`config.mk`:
```
export PLATFORM = sky130hd
export DESIGN_NAME = stopwatch_display_driver
export DESIGN_NICKNAME = d
export VERILOG_FILES = /design/src/rtl/stopwatch_pkg.sv /design/src/rtl/seg7_decode.sv /design/src/rtl/stopwatch_display_driver.sv
export SDC_FILE = /design/constraint.sdc
export NUM_CORES = 1
export LEC_CHECK = 0
export CORE_MARGIN = 3
export CORE_UTILIZATION = 51
export CTS_BUF_LIST = sky130_fd_sc_hd__clkbuf_4
export CTS_CLUSTER_SIZE = 10
export DETAILED_ROUTE_END_ITERATION = 8
export GPL_TIMING_DRIVEN = 0
export PLACE_DENSITY = 0.8
export SYNTH_ARGS = -nofsm -noshare
export SYNTH_HDL_FRONTEND = slang
export SYNTH_HIERARCHICAL = 1
export SYNTH_SLANG_ARGS = --single-unit
```
`constraint.sdc`:
```
create_clock -name clk_c -period 2.4 [get_ports clk_c]
set_clock_uncertainty 0.05 [all_clocks]
set_input_delay 0.48 -clock clk_c [delete_from_list [all_inputs] [get_ports clk_c]]
set_output_delay 0.48 -clock clk_c [all_outputs]
set_load 0.05 [all_outputs]
```
`src/rtl/stopwatch_pkg.sv`:
```
// Shared encodings for the stopwatch display path: segment patterns,
// digit/select indices and the active-low "off" levels for an/dp.
package stopwatch_pkg;

   // Segment order is {g,f,e,d,c,b,a}, active-low.
   localparam logic [6:0] SEG_0     = 7'b1000000;
   localparam logic [6:0] SEG_1     = 7'b1111001;
   localparam logic [6:0] SEG_2     = 7'b0100100;
   localparam logic [6:0] SEG_3     = 7'b0110000;
   localparam logic [6:0] SEG_4     = 7'b0011001;
   localparam logic [6:0] SEG_5     = 7'b0010010;
   localparam logic [6:0] SEG_6     = 7'b0000010;
   localparam logic [6:0] SEG_7     = 7'b1111000;
   localparam logic [6:0] SEG_8     = 7'b0000000;
   localparam logic [6:0] SEG_9     = 7'b0010000;
   localparam logic [6:0] SEG_DASH  = 7'b0111111;
   localparam logic [6:0] SEG_BLANK = 7'b1111111;

   localparam logic [1:0] DIG_SEC_ONES = 2'd0;
   localparam logic [1:0] DIG_SEC_TENS = 2'd1;
   localparam logic [1:0] DIG_MIN_ONES = 2'd2;
   localparam logic [1:0] DIG_MIN_TENS = 2'd3;

   localparam logic [3:0] AN_OFF = 4'b1111;
   localparam logic       DP_OFF = 1'b1;
   localparam logic       DP_ON  = 1'b0;

   function automatic logic [3:0] an_select(input logic [1:0] idx);
      return ~(4'b0001 << idx);
   endfunction

endpackage

```
`src/rtl/seg7_decode.sv`:
```
// BCD digit to active-low seven-segment pattern; purely combinational.
// Codes 10-15 are not valid BCD and render as a dash.
module seg7_decode
   import stopwatch_pkg::*;
(
   input  logic [3:0] digit,
   output logic [6:0] seg
);

   always_comb begin
      seg = SEG_DASH;
      case (digit)
         4'd0:    seg = SEG_0;
         4'd1:    seg = SEG_1;
         4'd2:    seg = SEG_2;
         4'd3:    seg = SEG_3;
         4'd4:    seg = SEG_4;
         4'd5:    seg = SEG_5;
         4'd6:    seg = SEG_6;
         4'd7:    seg = SEG_7;
         4'd8:    seg = SEG_8;
         4'd9:    seg = SEG_9;
         default: seg = SEG_DASH;
      endcase
   end

endmodule

```
`src/rtl/stopwatch_display_driver.sv`:
```
// Time-multiplexes a frame-coherent snapshot of four BCD digits onto a 4-digit
// common-anode display; registered outputs, one blank cycle before each digit.
module stopwatch_display_driver
   import stopwatch_pkg::*;
#(
   parameter int CLK_HZ     = 100_000_000,
   parameter int REFRESH_HZ = 1000,
   parameter int BLINK_HZ   = 2
)
(
   input  logic       clk_c,
   input  logic       reset_c,
   input  logic [3:0] min_tens,
   input  logic [3:0] min_ones,
   input  logic [3:0] sec_tens,
   input  logic [3:0] sec_ones,
   input  logic       ADJ,
   input  logic [1:0] SEL,
   output logic [6:0] seg,
   output logic [3:0] an,
   output logic       dp
);

   localparam int REFRESH_DIV = CLK_HZ / REFRESH_HZ;
   localparam int BLINK_HALF  = CLK_HZ / (2 * BLINK_HZ);
   localparam int RW          = $clog2(REFRESH_DIV);
   localparam int BW          = $clog2(BLINK_HALF);

   logic [RW-1:0]      ref_cnt;
   logic               tick;
   logic [1:0]         idx;
   logic [BW-1:0]      blink_cnt;
   logic               blink_on;
   logic [3:0][3:0]    snap;
   logic               adj_meta, adj_sync;
   logic [1:0]         sel_meta, sel_sync;
   logic [6:0]         dig_seg;
   logic [6:0]         seg_nxt;
   logic [3:0]         an_nxt;
   logic               dp_nxt;

   assign tick = (ref_cnt == RW'(REFRESH_DIV - 1));

   always_ff @(posedge clk_c or posedge reset_c) begin
      if (reset_c) begin
         ref_cnt <= '0;
         idx     <= DIG_SEC_ONES;
      end else if (tick) begin
         ref_cnt <= '0;
         idx     <= idx + 2'd1;
      end else begin
         ref_cnt <= ref_cnt + 1'b1;
      end
   end

   always_ff @(posedge clk_c or posedge reset_c) begin
      if (reset_c) begin
         blink_cnt <= '0;
         blink_on  <= 1'b1;
      end else if (blink_cnt == BW'(BLINK_HALF - 1)) begin
         blink_cnt <= '0;
         blink_on  <= ~blink_on;
      end else begin
         blink_cnt <= blink_cnt + 1'b1;
      end
   end

   // Capture on the last slot's tick so a whole frame shows one coherent time.
   always_ff @(posedge clk_c or posedge reset_c) begin
      if (reset_c) begin
         snap <= '0;
      end else if (tick && idx == DIG_MIN_TENS) begin
         snap[DIG_SEC_ONES] <= sec_ones;
         snap[DIG_SEC_TENS] <= sec_tens;
         snap[DIG_MIN_ONES] <= min_ones;
         snap[DIG_MIN_TENS] <= min_tens;
      end
   end

   always_ff @(posedge clk_c or posedge reset_c) begin
      if (reset_c) begin
         adj_meta <= 1'b0;
         adj_sync <= 1'b0;
         sel_meta <= 2'b00;
         sel_sync <= 2'b00;
      end else begin
         adj_meta <= ADJ;
         adj_sync <= adj_meta;
         sel_meta <= SEL;
         sel_sync <= sel_meta;
      end
   end

   seg7_decode u_decode (
      .digit (snap[idx]),
      .seg   (dig_seg)
   );

   always_comb begin
      an_nxt  = AN_OFF;
      seg_nxt = SEG_BLANK;
      dp_nxt  = DP_OFF;
      if (!tick) begin
         an_nxt  = an_select(idx);
         seg_nxt = dig_seg;
         dp_nxt  = (idx == DIG_MIN_ONES) ? DP_ON : DP_OFF;
         // Anode stays on while blanked so the scan timing never changes.
         if (adj_sync && sel_sync == idx && !blink_on) begin
            seg_nxt = SEG_BLANK;
            dp_nxt  = DP_OFF;
         end
      end
   end

   always_ff @(posedge clk_c or posedge reset_c) begin
      if (reset_c) begin
         an  <= AN_OFF;
         seg <= SEG_BLANK;
         dp  <= DP_OFF;
      end else begin
         an  <= an_nxt;
         seg <= seg_nxt;
         dp  <= dp_nxt;
      end
   end

endmodule

```
-- Word level (Yosys, flattened, before mapping)
Memories as Yosys holds them, arrays and structs flattened.
Index checks and enable logic that the tools add are counted.
- bits in registers: 79
- memory bits (read-only): 112
- bits of input ports: 21
- output and inout port bits: 12
- memories kept: 1
- add/subtract/negate cells: 3
- order comparisons: 1
- equal/unequal tests: 5
- shift-type cells: 1
- muxes and demuxes: 10
- bitwise operators: 2
- reductions and logical operators: 4
- memories (memory ; depth ; bits a word ; read ports ; clocked after memory_dff ; wr ports ; line ; RTL):
    (no name shown) ; 16 ; 7 ; 1 ; 0 ; 0 ; seg7_decode.sv:12 ; case (digit)
- operators by type and width (kind ; count):
    adder 25 x 1 -> 25 bit (second input constant) ; 1
    == test 25 bit (second input constant) ; 1
    2-to-1 mux 25 bit ; 1
    adder 17 x 1 -> 17 bit (second input constant) ; 1
    == test 17 bit (second input constant) ; 1
    2-to-1 mux 17 bit ; 1
    2-to-1 mux 7 bit ; 2
    binary-select mux 4 bit (select 2 bit) ; 1
    2-to-1 mux 4 bit ; 2
    == test 2 bit (second input constant) ; 2
    NOT 4 bit ; 1
    << shifter 1 x 2 -> 4 bit (first input constant) ; 1
    logical AND 1 bit ; 3
    less-than comparator 2 x 3 -> 1 bit (second input constant) ; 1
    2-to-1 mux 1 bit ; 3
    adder 2 x 1 -> 2 bit (second input constant) ; 1
    == test 2 bit ; 1
    zero test 1 bit ; 1
    NOT 1 bit ; 1

-- Longest topological paths before layout
Gate-level depths: netlist (run 1).
- depth in word-level cells: 5
- gate-level depth with buffers: 7
- depth with buffers taken out: 6

-- Cells and area by module
Netlist (run 1), hierarchy kept.
- by module, submodules not included (module ; instances ; cells an instance ; area an instance (um2) ; seq. area each (um2)):
    stopwatch_display_driver ; 1 ; 292 ; 3590.9 ; 1993.2
    seg7_decode ; 1 ; 31 ; 240.2 ; 0.0

-- Worst setup path before layout (run 1)
No wires, ideal clock.
- path type: reg2reg
- from: reg idx[1]
- to: reg seg[1]
- setup time: 0.084 ns
- arrival time: 1.994 ns
- required time: 2.266 ns
- slack: 0.272 ns
- cell stages (with the launch flop): 8
- buffers on the path: 1
- period minus slack after synthesis: 2.128 ns
- path through: dfrtp_1 -> clkbuf_1 -> mux4_2 -> inv_1 -> ha_1 -> nor2_1 -> nor2_1 -> or2_2
- cells in the longest elaborated chain, start to end: 5
- ends and longest elaborated chain (what ; line ; RTL):
    start: declaration ; stopwatch_display_driver.sv:31 ; logic [1:0] idx;
    start signal: assignment ; stopwatch_display_driver.sv:50 ; idx <= idx + 2'd1;
    binary-select mux 4 bit (select 2 bit) ; stopwatch_display_driver.sv:95 ; .digit (snap[idx]),
    2-to-1 mux 4 bit (not written as such) ; stopwatch_display_driver.sv:95 ;
    memory read (16 x 7 bit) ; - ;
    via dig_seg[1] ; stopwatch_display_driver.sv:37 ; logic [6:0] dig_seg;
    2-to-1 mux 7 bit ; stopwatch_display_driver.sv:108 ; if (adj_sync && sel_sync == idx && !blink_on) begin
    2-to-1 mux 7 bit ; stopwatch_display_driver.sv:103 ; if (!tick) begin
    via seg_nxt[1] ; stopwatch_display_driver.sv:38 ; logic [6:0] seg_nxt;
    end signal: assignment ; stopwatch_display_driver.sv:122 ; seg <= seg_nxt;
    end: declaration ; stopwatch_display_driver.sv:19 ; output logic [6:0] seg,
The timed path passes the listed nets, and every way through them passes these cells. The select of a mux whose other input is x is not followed.
A chain may end at the register's enable or synchronous reset.

-- Worst setup path after layout (run 1)
- from: reg seg[0]
- to: out seg[0]
No word-level cell between the ends.

==> results of run 1 <==
## per-layer routing
layer | global-route usage, % | part of all wire [%]
met4 | 4.640 | 0.98
met5 | 0 | 0
met2 | 30.69 | 51
met3 | 5.118 | 5.2
met1 | 23.07 | 42
## sequential cells by signal (all words and copies together) (netlist names), 2 cells and up
name,cells
blink_cnt,25
idx,2
ref_cnt,17
an,4
sel_sync,2
sel_meta,2
seg,7
snap,16
## logic make-up after synthesis
| logic type | synth area share, % |
|---|---|
| xor gates and xnor gates | 6.173 |
| buffers and inverters | 3.266 |
| adders and majority gates | 3.592 |
| DFF | 52.02 |
| AOI/OAI and AO/OA | 4.931 |
| and+or+nand+nor | 20.38 |
| muxes | 9.634 |
## synthesized netlist by cell type, types with 2 or more instances
master / number
xor2_1: 12
nor4b_2: 2
o31ai_1: 2
and4_1: 5
mux2_4: 10
mux4_2: 4
ha_1: 11
clkbuf_1: 2
buf_4: 2
xnor2_1: 15
dfstp_2: 13
nand2_1: 19
nand3_1: 20
nand4_1: 11
and2_1: 2
a22oi_1: 2
a21oi_1: 9
or3_1: 5
dfrtp_1: 66
nand4_4: 2
inv_1: 14
buf_6: 4
nor2_1: 16
mux2i_1: 5
nor2b_1: 2
nor4_1: 5
mux2_2: 7
or2_2: 7
and3_1: 3
nor3_1: 4
or3_2: 3
o21ai_0: 15
## cell type report
type                            instances  share of cell area [%]
Buffer                                  7                   1.461
Tap cell                               96                   2.697
Sequential cell                        79                   44.75
Multi-Input combinational cell        221                   38.46
Clock buffer                           11                   1.854
Clock inverter                          5                   1.882
Timing Repair Buffer                   33                   7.640
Inverter                               14                   1.264
## power by group through the flow
| stage | registers, mW | clock network (mW) | logic, mW |
|---|---|---|---|
| floorplan | 1.44 | 0 | 0.0825 |
| global placement | 1.40 | 0 | 0.191 |
| detailed placement | 1.41 | 0 | 0.200 |
| CTS | 1.38 | 0.940 | 0.201 |
| global route | 1.39 | 1.00 | 0.214 |
| finish | 1.38 | 0.910 | 0.197 |
## per-stage QoR
step | power (mW) | cells | area (um^2)
floorplan | 1.527 | 323 | 3835
global placement | 1.596 | 451 | 4275
detailed placement | 1.607 | 452 | 4295
CTS | 2.523 | 468 | 4462
global route | 2.603 | 466 | 4454
finish | 2.489 | 466 | 4454
## cells in the final DEF, fill, tap and decap left out, types with 3 or more instances in the layout
| cell | n |
|---|---|
| or3_2 | 3 |
| nor4_1 | 5 |
| nand2_1 | 19 |
| mux2i_1 | 5 |
| inv_1 | 13 |
| buf_6 | 4 |
| clkinvlp_4 | 3 |
| or2_2 | 7 |
| xnor2_1 | 15 |
| clkdlybuf4s50_1 | 32 |
| and4_1 | 5 |
| and3_1 | 3 |
| nor2_1 | 16 |
| or3_1 | 5 |
| mux4_2 | 4 |
| dfrtp_1 | 66 |
| o21ai_0 | 15 |
| a21oi_1 | 9 |
| nand3_1 | 20 |
| mux2_2 | 7 |
| ha_1 | 11 |
| mux2_4 | 10 |
| dfstp_2 | 13 |
| nor3_1 | 4 |
| xor2_1 | 12 |
| nand4_1 | 11 |
| clkbuf_4 | 11 |
## timing repair
| action | in CTS | in global routing |
|---|---|---|
| endpoints found under the setup margin | 0 | 6 |
| endpoints found under the hold margin | 0 | 0 |
| resized for setup | 0 | 0 |
## how the worst max path moves through the flow
stage / startpoint / endpoint
after global placement: idx[1] / seg[1]
after floorplan: idx[1] / seg[1]
final: seg[0] / seg[0]
after CTS: idx[1] / seg[5]
after detailed placement: idx[1] / seg[5]
after global routing: seg[0] / seg[0]
==> results_dict.tcl, run 1 <==
set metrics [dict create \
    synthFlopType "dfrtp_1" \
    yosysSeqAreaShare_pct 52.02 \
    start_util_pct 54.58 \
    swShare_pct 23.23 \
    row_count 30 \
    antennaDiodeCount 0 \
    crit_required_ns 1.87 \
    pwr-share-comb_pct 7.9 \
    synth_fp_nets 355 \
    yosysTopAreaCell "dfrtp_1" \
    cp_cell_sequence "clkdlybuf4s50_1" \
    whs_path_depth 0 \
    worst_r2r_endpoint "seg[5]" \
    fin_util_pct 63.46 \
    syn_area_per_cell_um2 11.86 \
    multi_input_area_um2 1713 \
    reg2regPathDepth 6 \
    p_per_area_nw_per_um2 558.8 \
    die_area_um2 8588 \
    worstHoldStart "sel_meta[0]" \
    ff_latch_area_um2 1993 \
    cellInternalPower_mw 1.911 \
    hold_path.class "reg2reg" \
    hold_end "sel_sync[0]" \
    p_switching_uw 578.3 \
    reg2reg_slack_ns 0.22 \
    finalCritPeriodShare_pct 95.85 \
    cts.path.max_buffers 2 \
    areaGrowthSynthToFinish_pct 16.26 \
    synth_area_um2 3831 \
    power.share.clock_pct 36.6 \
    grt_setup_unrepaired "false" \
    grt_max_degree 44 \
    wl_um 6938 \
    drive_gt1_share_pct 22.43 \
    slew_viol_final 0 \
    holdWs_ns 0.3240 \
    cp_top_family "buffers and inverters" \
    clkSinkCount 79 \
    slew_headroom_pct 44.50 \
    p_leak_nw 1.952 \
    fin_crit_ns 2.300 \
    run_status "complete, no violations" \
    avgViaCountPerCell 5.517 \
    ant_nets 0 \
    cts_tree "done" \
    path_depth 1 \
    place_congestion 0.8113 \
    cts.htree.levels 3 \
    antenna_found_initial 0 \
    worst_pin_slew_ns 0.8308 \
    hpwl_um 5024 \
    post_cts_buffers 0 \
    pre_cts_slack_ns 0.03484 \
    worstSetupPathType "reg2out" \
    finalSetupTns_ns 0 \
    cts.reportedPaths.clkPinSlew_ns 0.13 \
    grt_pass1_wl_um 12510 \
    grt-ovfl-total 0 \
    yosysTopAreaCellShare_pct 43.11 \
    finalHoldViolations 0 \
    fin_ws_ns 0.09961 \
    yosysWarnings 6 \
    synth_edf_count 0 \
    route.detailed.drc 0 \
    slowest_delay_ns 0.79 \
    max_freq_mhz 434.7 \
    pin_count 33 \
    nets 397 \
    pwr-share-seq_pct 55.5 \
    ys_ff_latch 79 \
    io_buffers 32 \
    die_w_um 92.67 \
    ys_async_sr_fraction_pct 100.0 \
    die_height_um 92.67 \
    cts-root-buf "clkbuf_4" \
    first_pass_iters 5 \
    fillers 564 \
    gr-usage-all-layers_pct 18.16 \
    wl_per_cell_um 14.89 \
    synth_top_cells_by_area "dfrtp_1 43%, dfstp_2 8.9%, mux2_4 3.9%" \
    cts_buffers 9 \
    worst_path_max_delay_cell "clkdlybuf4s50_1" \
    drt_iter0_drc 173 \
    cp-start-kind "flip-flop" \
    synthCells 323 \
    maxCapViolCount 0 \
    crit_arrival_ns 1.77 \
    setup_viol 0 \
    cts_hold_buf 0 \
    ys_types 56 \
    r2r_start "idx[1]" \
    crit_fanout 1 \
    first_global_vias 2639 \
    peakVddDrop_mv 0.3306 \
    design.core.area_um2 7019 \
    end_kind "output port" \
    vias 2571 \
    clk_latency_ns 0.43 \
    path_buf_inv 1 \
]
Power figures use the tool's default switching activity.
==> run 2: changes to the inputs <==
--- a/config.mk
+++ b/config.mk
@@ -11,6 +11,7 @@
 export CTS_CLUSTER_SIZE = 10
 export DETAILED_ROUTE_END_ITERATION = 8
 export GPL_TIMING_DRIVEN = 0
+export HOLD_SLACK_MARGIN = 0.05
 export PLACE_DENSITY = 0.8
 export SYNTH_ARGS = -nofsm -noshare
 export SYNTH_HDL_FRONTEND = slang
==> results of run 2 <==
No change in the layout: final DEF, timing and power equal those of run 1.
==> run 3: changes to the inputs <==
--- a/config.mk
+++ b/config.mk
@@ -8,7 +8,6 @@
 export CORE_MARGIN = 3
 export CORE_UTILIZATION = 51
 export CTS_BUF_LIST = sky130_fd_sc_hd__clkbuf_4
-export CTS_CLUSTER_SIZE = 10
 export DETAILED_ROUTE_END_ITERATION = 8
 export GPL_TIMING_DRIVEN = 0
 export HOLD_SLACK_MARGIN = 0.05
==> results of run 3 <==
No change in the layout: final DEF, timing and power equal those of run 1.
